`src/rtl/tmds_period_sequencer.sv`:
```
// HDMI video-period framing for the TMDS encoders: delays raw timing and pixels by a fixed
// lookahead and inserts the video preamble and leading guard band before each active run.
module tmds_period_sequencer #(
    parameter int PRE_LEN  = 8,
    parameter int GB_LEN   = 2,
    parameter int MIN_CTRL = 4,
    parameter int DATA_W   = 24
) (
    input  logic              pixclk,
    input  logic              reset,
    input  logic              enable,
    input  logic              hsync_i,
    input  logic              vsync_i,
    input  logic              blank_i,
    input  logic [DATA_W-1:0] pixel_i,
    output logic              hsync_o,
    output logic              vsync_o,
    output logic              de_o,
    output logic [DATA_W-1:0] pixel_o,
    output logic [1:0]        mode_o,
    output logic [3:0]        ctl_o,
    output logic              short_ctrl_err
);

    localparam int LEAD = PRE_LEN + GB_LEN + 1;
    localparam logic [3:0] PRE_LAST = 4'(PRE_LEN - 1);
    localparam logic [3:0] GB_LAST  = 4'(GB_LEN - 1);
    localparam logic [3:0] MIN_CNT  = 4'(MIN_CTRL);

    typedef enum logic [1:0] {
        ST_CTRL     = 2'd0,
        ST_PREAMBLE = 2'd1,
        ST_GUARD    = 2'd2,
        ST_VIDEO    = 2'd3
    } state_e;

    typedef struct packed {
        logic              hsync;
        logic              vsync;
        logic              de;
        logic [DATA_W-1:0] pixel;
    } tap_t;

    tap_t   line_q [LEAD];
    state_e state_q;
    logic [3:0] phase_q;
    logic [3:0] ctrl_cnt_q;
    logic [3:0] ctrl_cnt_d;
    logic       blank_q;
    logic       err_q;
    logic [3:0] ctl_q;
    logic       rise;
    logic       de_next;
    logic       start_pre;
    logic       skip;

    // NOTE: the delay line is reset like any other state so outputs read zero until fresh input arrives.
    always_ff @(posedge pixclk or posedge reset) begin
        if (reset) begin
            for (int i = 0; i < LEAD; i++) line_q[i] <= '0;
        end else begin
            line_q[0] <= '{hsync: hsync_i, vsync: vsync_i, de: blank_i, pixel: pixel_i};
            for (int i = 1; i < LEAD; i++) line_q[i] <= line_q[i-1];
        end
    end

    // ctrl_cnt_d counts control cycles up to and including the current output cycle.
    always_comb begin
        ctrl_cnt_d = 4'd0;
        if (state_q == ST_CTRL) ctrl_cnt_d = (ctrl_cnt_q == 4'hF) ? 4'hF : ctrl_cnt_q + 4'd1;
    end

    assign rise      = blank_i & ~blank_q;
    assign de_next   = line_q[LEAD-2].de;
    assign start_pre = enable & rise & (state_q == ST_CTRL) & (ctrl_cnt_d >= MIN_CNT);
    assign skip      = enable & rise & ~start_pre;

    always_ff @(posedge pixclk or posedge reset) begin
        if (reset) begin
            state_q    <= ST_CTRL;
            phase_q    <= 4'd0;
            ctrl_cnt_q <= 4'd0;
            blank_q    <= 1'b0;
            err_q      <= 1'b0;
            ctl_q      <= 4'd0;
        end else begin
            blank_q    <= blank_i;
            ctrl_cnt_q <= ctrl_cnt_d;
            err_q      <= skip;
            ctl_q      <= 4'd0;
            case (state_q)
                ST_PREAMBLE: begin
                    if (phase_q == PRE_LAST) begin
                        state_q <= ST_GUARD;
                        phase_q <= 4'd0;
                    end else begin
                        phase_q <= phase_q + 4'd1;
                        ctl_q   <= 4'b0001;
                    end
                end
                ST_GUARD: begin
                    if (phase_q == GB_LAST) begin
                        state_q <= ST_VIDEO;
                        phase_q <= 4'd0;
                    end else begin
                        phase_q <= phase_q + 4'd1;
                    end
                end
                default: begin
                    // Outside a framed sequence the mode simply follows the delayed data enable.
                    if (start_pre) begin
                        state_q <= ST_PREAMBLE;
                        phase_q <= 4'd0;
                        ctl_q   <= 4'b0001;
                    end else begin
                        state_q <= de_next ? ST_VIDEO : ST_CTRL;
                    end
                end
            endcase
        end
    end

    assign hsync_o        = line_q[LEAD-1].hsync;
    assign vsync_o        = line_q[LEAD-1].vsync;
    assign de_o           = line_q[LEAD-1].de;
    assign pixel_o        = line_q[LEAD-1].pixel;
    assign mode_o         = state_q;
    assign ctl_o          = ctl_q;
    assign short_ctrl_err = err_q;

endmodule

```
`config.mk`:
```
export PLATFORM = sky130hd
export DESIGN_NAME = tmds_period_sequencer
export DESIGN_NICKNAME = d
export VERILOG_FILES = /design/src/rtl/tmds_period_sequencer.sv
export SDC_FILE = /design/constraint.sdc
export NUM_CORES = 1
export LEC_CHECK = 0
export CAP_MARGIN = 5
export CORE_UTILIZATION = 50
export CTS_CLUSTER_DIAMETER = 150
export DETAILED_ROUTE_END_ITERATION = 8
export HOLD_SLACK_MARGIN = 0.05
export PLACE_DENSITY = 0.7
export SYNTH_ARGS = -nofsm -noshare
export SYNTH_HDL_FRONTEND = slang
export SYNTH_SLANG_ARGS = --single-unit
```
`constraint.sdc`:
```
create_clock -name pixclk -period 11.4 [get_ports pixclk]
set_input_delay 1.71 -clock pixclk [delete_from_list [all_inputs] [get_ports pixclk]]
set_output_delay 1.71 -clock pixclk [all_outputs]
set_load 0.005 [all_outputs]
```
* After elaboration in Yosys (flattened, before gate mapping)
Index checks and enable logic that the tools add are counted.
Storage, ports and cells: register bits after elaboration 312, input port bits 30, output and inout port bits 34, word-level logic and storage cells 83
Operators by class: add/sub/neg operators 2, $lt $le $gt $ge 1, equality and inequality tests 7, muxes and demuxes 14, bitwise operators 7, reductions and logical operators 3
Operator list (count):
- $mux W4 | 5
- $add A4 B1 Y4 const B | 2
- $mux W2 | 4
- $pmux W4 S2 | 1
- $and A1 B1 Y1 | 5
- $eq A4 B1 Y1 const B | 1
- $eq A4 B3 Y1 const B | 1
- $eq A4 B4 Y1 const B | 1
- $ge A4 B3 Y1 const B | 1
- $ne A2 B2 Y1 const B | 2
- $pmux W2 S2 | 1
- $reduce_bool A3 Y1 | 1
- $eq A2 B1 Y1 const B | 1
- $eq A2 B2 Y1 const B | 1
- $logic_not A2 Y1 | 1
- $mux W1 | 2
- $not A1 Y1 | 2
- $pmux W1 S2 | 1
- $reduce_and A2 Y1 | 1

* Logic depth before layout (Yosys ltp)
depth after elaboration 7, gate-level depth with buffers 6, depth with buffers taken out 6

* Least setup slack after synthesis
OpenSTA, ideal clock, no wires.
path kind input to register, from input port enable, to register state_q[1], in the netlist mode_o[1], data arrival time 2245 ps, data required time 11276 ps, path slack 9031 ps, stages on the path 4, path through nand2_1 > nor2_1 > a21boi_0 > o31a_1
Between the ends: longest elaborated chain between the ends 5
Ends and longest elaborated chain:
- start, declared | RTL line 11 | input logic enable,
- $and A1 B1 Y1 (3 in a row) | RTL line 75 | assign start_pre = enable & rise & (state_q == ST_CTRL) & (ctrl_cnt_d >= MIN_CNT);
- $mux W2 | RTL line 111 | if (start_pre) begin
- $pmux W2 S2 | RTL line 91 | case (state_q)
- end signal, assigned | RTL line 116 | state_q <= de_next ? ST_VIDEO : ST_CTRL;
- end, declared | RTL line 45 | state_e state_q;
Every way passes these cells. A chain may end at the register's enable or synchronous reset.

==> flow_metrics.env <==
export IMPL_grt_ovfl_total=0
export IMPL_antenna_cells=0
export IMPL_post_cts_resized=0
export IMPL_die_y_um=131
export IMPL_core_area_um2=16100
export IMPL_timing_hold_ws_ns=0.342
export IMPL_vias=3040
export IMPL_yosys_area_top_type="dfrtp_1"
export IMPL_rsz0062_at_grt="false"
export IMPL_ant_nets=0
export IMPL_numClockSinks=309
export IMPL_ys_types=32
export IMPL_post_cts_buffers=0
export IMPL_cp_max_fo=113
export IMPL_dr_wl_met3_um=548
export IMPL_worst_r2r_cell_count=6
export IMPL_dpl_hpwl_mm=4.89
export IMPL_wl_per_cell_um=14.6
export IMPL_setup_viol=0
export IMPL_cts_made_buffers=28
export IMPL_nets=498
export IMPL_ys_seq_area_share_pct=92.7
export IMPL_synth_top_cell_area_share_pct=92.7
export IMPL_min_period_ns=4.03
export IMPL_met1_length_mm=4.23
export IMPL_powerDensity_nw_per_um2=226
export IMPL_highest_layer="met4"
export IMPL_drt_iter0_markers=156
export IMPL_drive_above_1_share_pct=11.0
export IMPL_fp_dieArea_um2=17200
export IMPL_syn_area_um2=8340
export IMPL_fin_crit_sh_pct=35.3
export IMPL_numPortBuffers=60
export IMPL_worst_slew_pin_slew_ns=1.12
export IMPL_synth_main_ff_cell="dfrtp_1"
export IMPL_worst_setup_path_type="input port to asynchronous set/reset pin"
export IMPL_synth_edff_count=0
export IMPL_max_cap_viol_count=0
export IMPL_h_tree_depth=1
export IMPL_end_kind="asynchronous set/reset pin"
export IMPL_arrival_ns=4.72
export IMPL_min_path_cells=0
export IMPL_synth_avg_cell_area_um2=21.1
export IMPL_grt_pass1_vias=3367
export IMPL_dp_slack_ns=6.32
export IMPL_rows=46
export IMPL_dr_wl_met2_mm=5.15
export IMPL_skew_ns=0.0138
export IMPL_clockRootBuffer="clkbuf_16"
export IMPL_synthCells=395
export IMPL_worstHoldPathType="flip-flop to flip-flop"
export IMPL_slew_headroom_pct=25.2
export IMPL_p_leak_nw=4.56
export IMPL_max_freq_ghz=0.248
export IMPL_holdBufCountCts=0
export IMPL_drc=0
export IMPL_antenna_found_initial=0
export IMPL_crit_required_ns=12.09
export IMPL_clkTransAtPathRegs_ns=0.06
export IMPL_track_usage_pct=12.9
export IMPL_timing_final_ws_setup_ns=7.37
export IMPL_die_w_um=131
export IMPL_clk_latency_ns=0.53
export IMPL_boundaryPins=64
export IMPL_initial_core_util_pct=51.8
export IMPL_layout_common_cells="dfrtp_1, clkdlybuf4s50_1, clkbuf_16"
export IMPL_drv_slew=0
export IMPL_yosys_warnings=0
export IMPL_ir_drop_mv=0.110
export IMPL_place_congestion=0.625
export IMPL_ys_ff_latch=309
export IMPL_vias_per_cell=4.36
export IMPL_hold_viol_final=0
export IMPL_drt_first_pass_iters=4
export IMPL_grt_max_degree=114
export IMPL_tns_ns=0
export IMPL_utilization_pct=62.3
export IMPL_clk_path_buf_depth=3
export IMPL_start_kind="input port"
export IMPL_cts_tree="yes"
export IMPL_drt_total_wl_mm=10.2
export IMPL_synthTopCellsByArea="dfrtp_1, buf_4, ha_1"
export IMPL_totalPowerFinal_mw=2.27
export IMPL_syn2layout_area_growth_pct=20.3
export IMPL_async_reset_ff_share_pct=100
export IMPL_status="finished clean"
export IMPL_grt_pass1_wl_mm=17.4
export IMPL_layout_commonest_cell="dfrtp_1"
worst max-delay path, cell delays in order:
cell and delay [ns]:
clkdlybuf4s50_1 0.49, inv_8 0.53, buf_4 0.93, buf_4 0.59, buf_16 0.33
path summary, 6_finish.rpt:
kind | startpoint | endpoint | slack [ns]
setup / recovery | reset | mode_o[0] | 7.37
hold / removal | line_q[233] | line_q[206] | 0.34
setup reg to reg | mode_o[1] | mode_o[0] | 9.61
hold reg to reg | line_q[233] | line_q[206] | 0.34
max in group pixclk | mode_o[0] | mode_o[0] | 8.23
min in group asynchronous | reset | pixel_o[14] | 1.71
layer usage:
metal	vias to the layer above	global-route usage, %
met5	-	0
met4	0	5.42
met3	21	2.82
met2	92	20.5
met1	1577	17.5
li1	1350	-
where the power goes:
group / switching (mW) / internal [mW]
clock network: 0.373 / 0.580
logic: 0.0734 / 0.0579
registers: 0.0267 / 1.16
total: 0.473 / 1.80
area by class of cell:
cell class / instances / area (um^2)
Multi-Input combinational cell: 54 / 390
Tap cell: 216 / 270
Fill cell: 1092 / 6080
Inverter: 6 / 30.0
Timing Repair Buffer: 63 / 643
Sequential cell: 309 / 7730
Clock buffer: 38 / 798
Clock inverter: 11 / 173
synthesized netlist by cell type (all sizes together), types with 2 or more instances:
master	instances
nor3	2
dfrtp	309
and2	2
a21o	2
buf	27
o21ai	4
nand2	6
a21boi	2
a21oi	4
ha	6
nor2	6
a311oi	2
nand3	2
inv	6
kinds of logic after synthesis:
kind of cell | Yosys count | synth area share, %
AO/OA/AOI/OAI | 20 | 1.99
adder cells (fa/ha/maj) | 6 | 0.900
buffers and inverters | 34 | 2.74
flip-flops | 309 | 92.7
multiplexers | 1 | 0.120
other | 1 | 0.0449
AND/OR/NAND/NOR | 24 | 1.53
sequential cells by signal (all words and copies together) (netlist names):
register / flops
vsync_o: 1
de_o: 1
mode_o: 2
ctl_o: 1
ctrl_cnt_q: 4
phase_q: 4
short_ctrl_err: 1
line_q: 268
blank_q: 1
pixel_o: 24
hsync_o: 1
de_next: 1
per-stage QoR:
stage | instance area (um^2) | std cells
detailed placement | 9040 | 647
global route | 10000 | 697
CTS | 10000 | 696
finish | 10000 | 697
global placement | 9040 | 647
floorplan | 8350 | 397
Power figures use the tool's default switching activity.
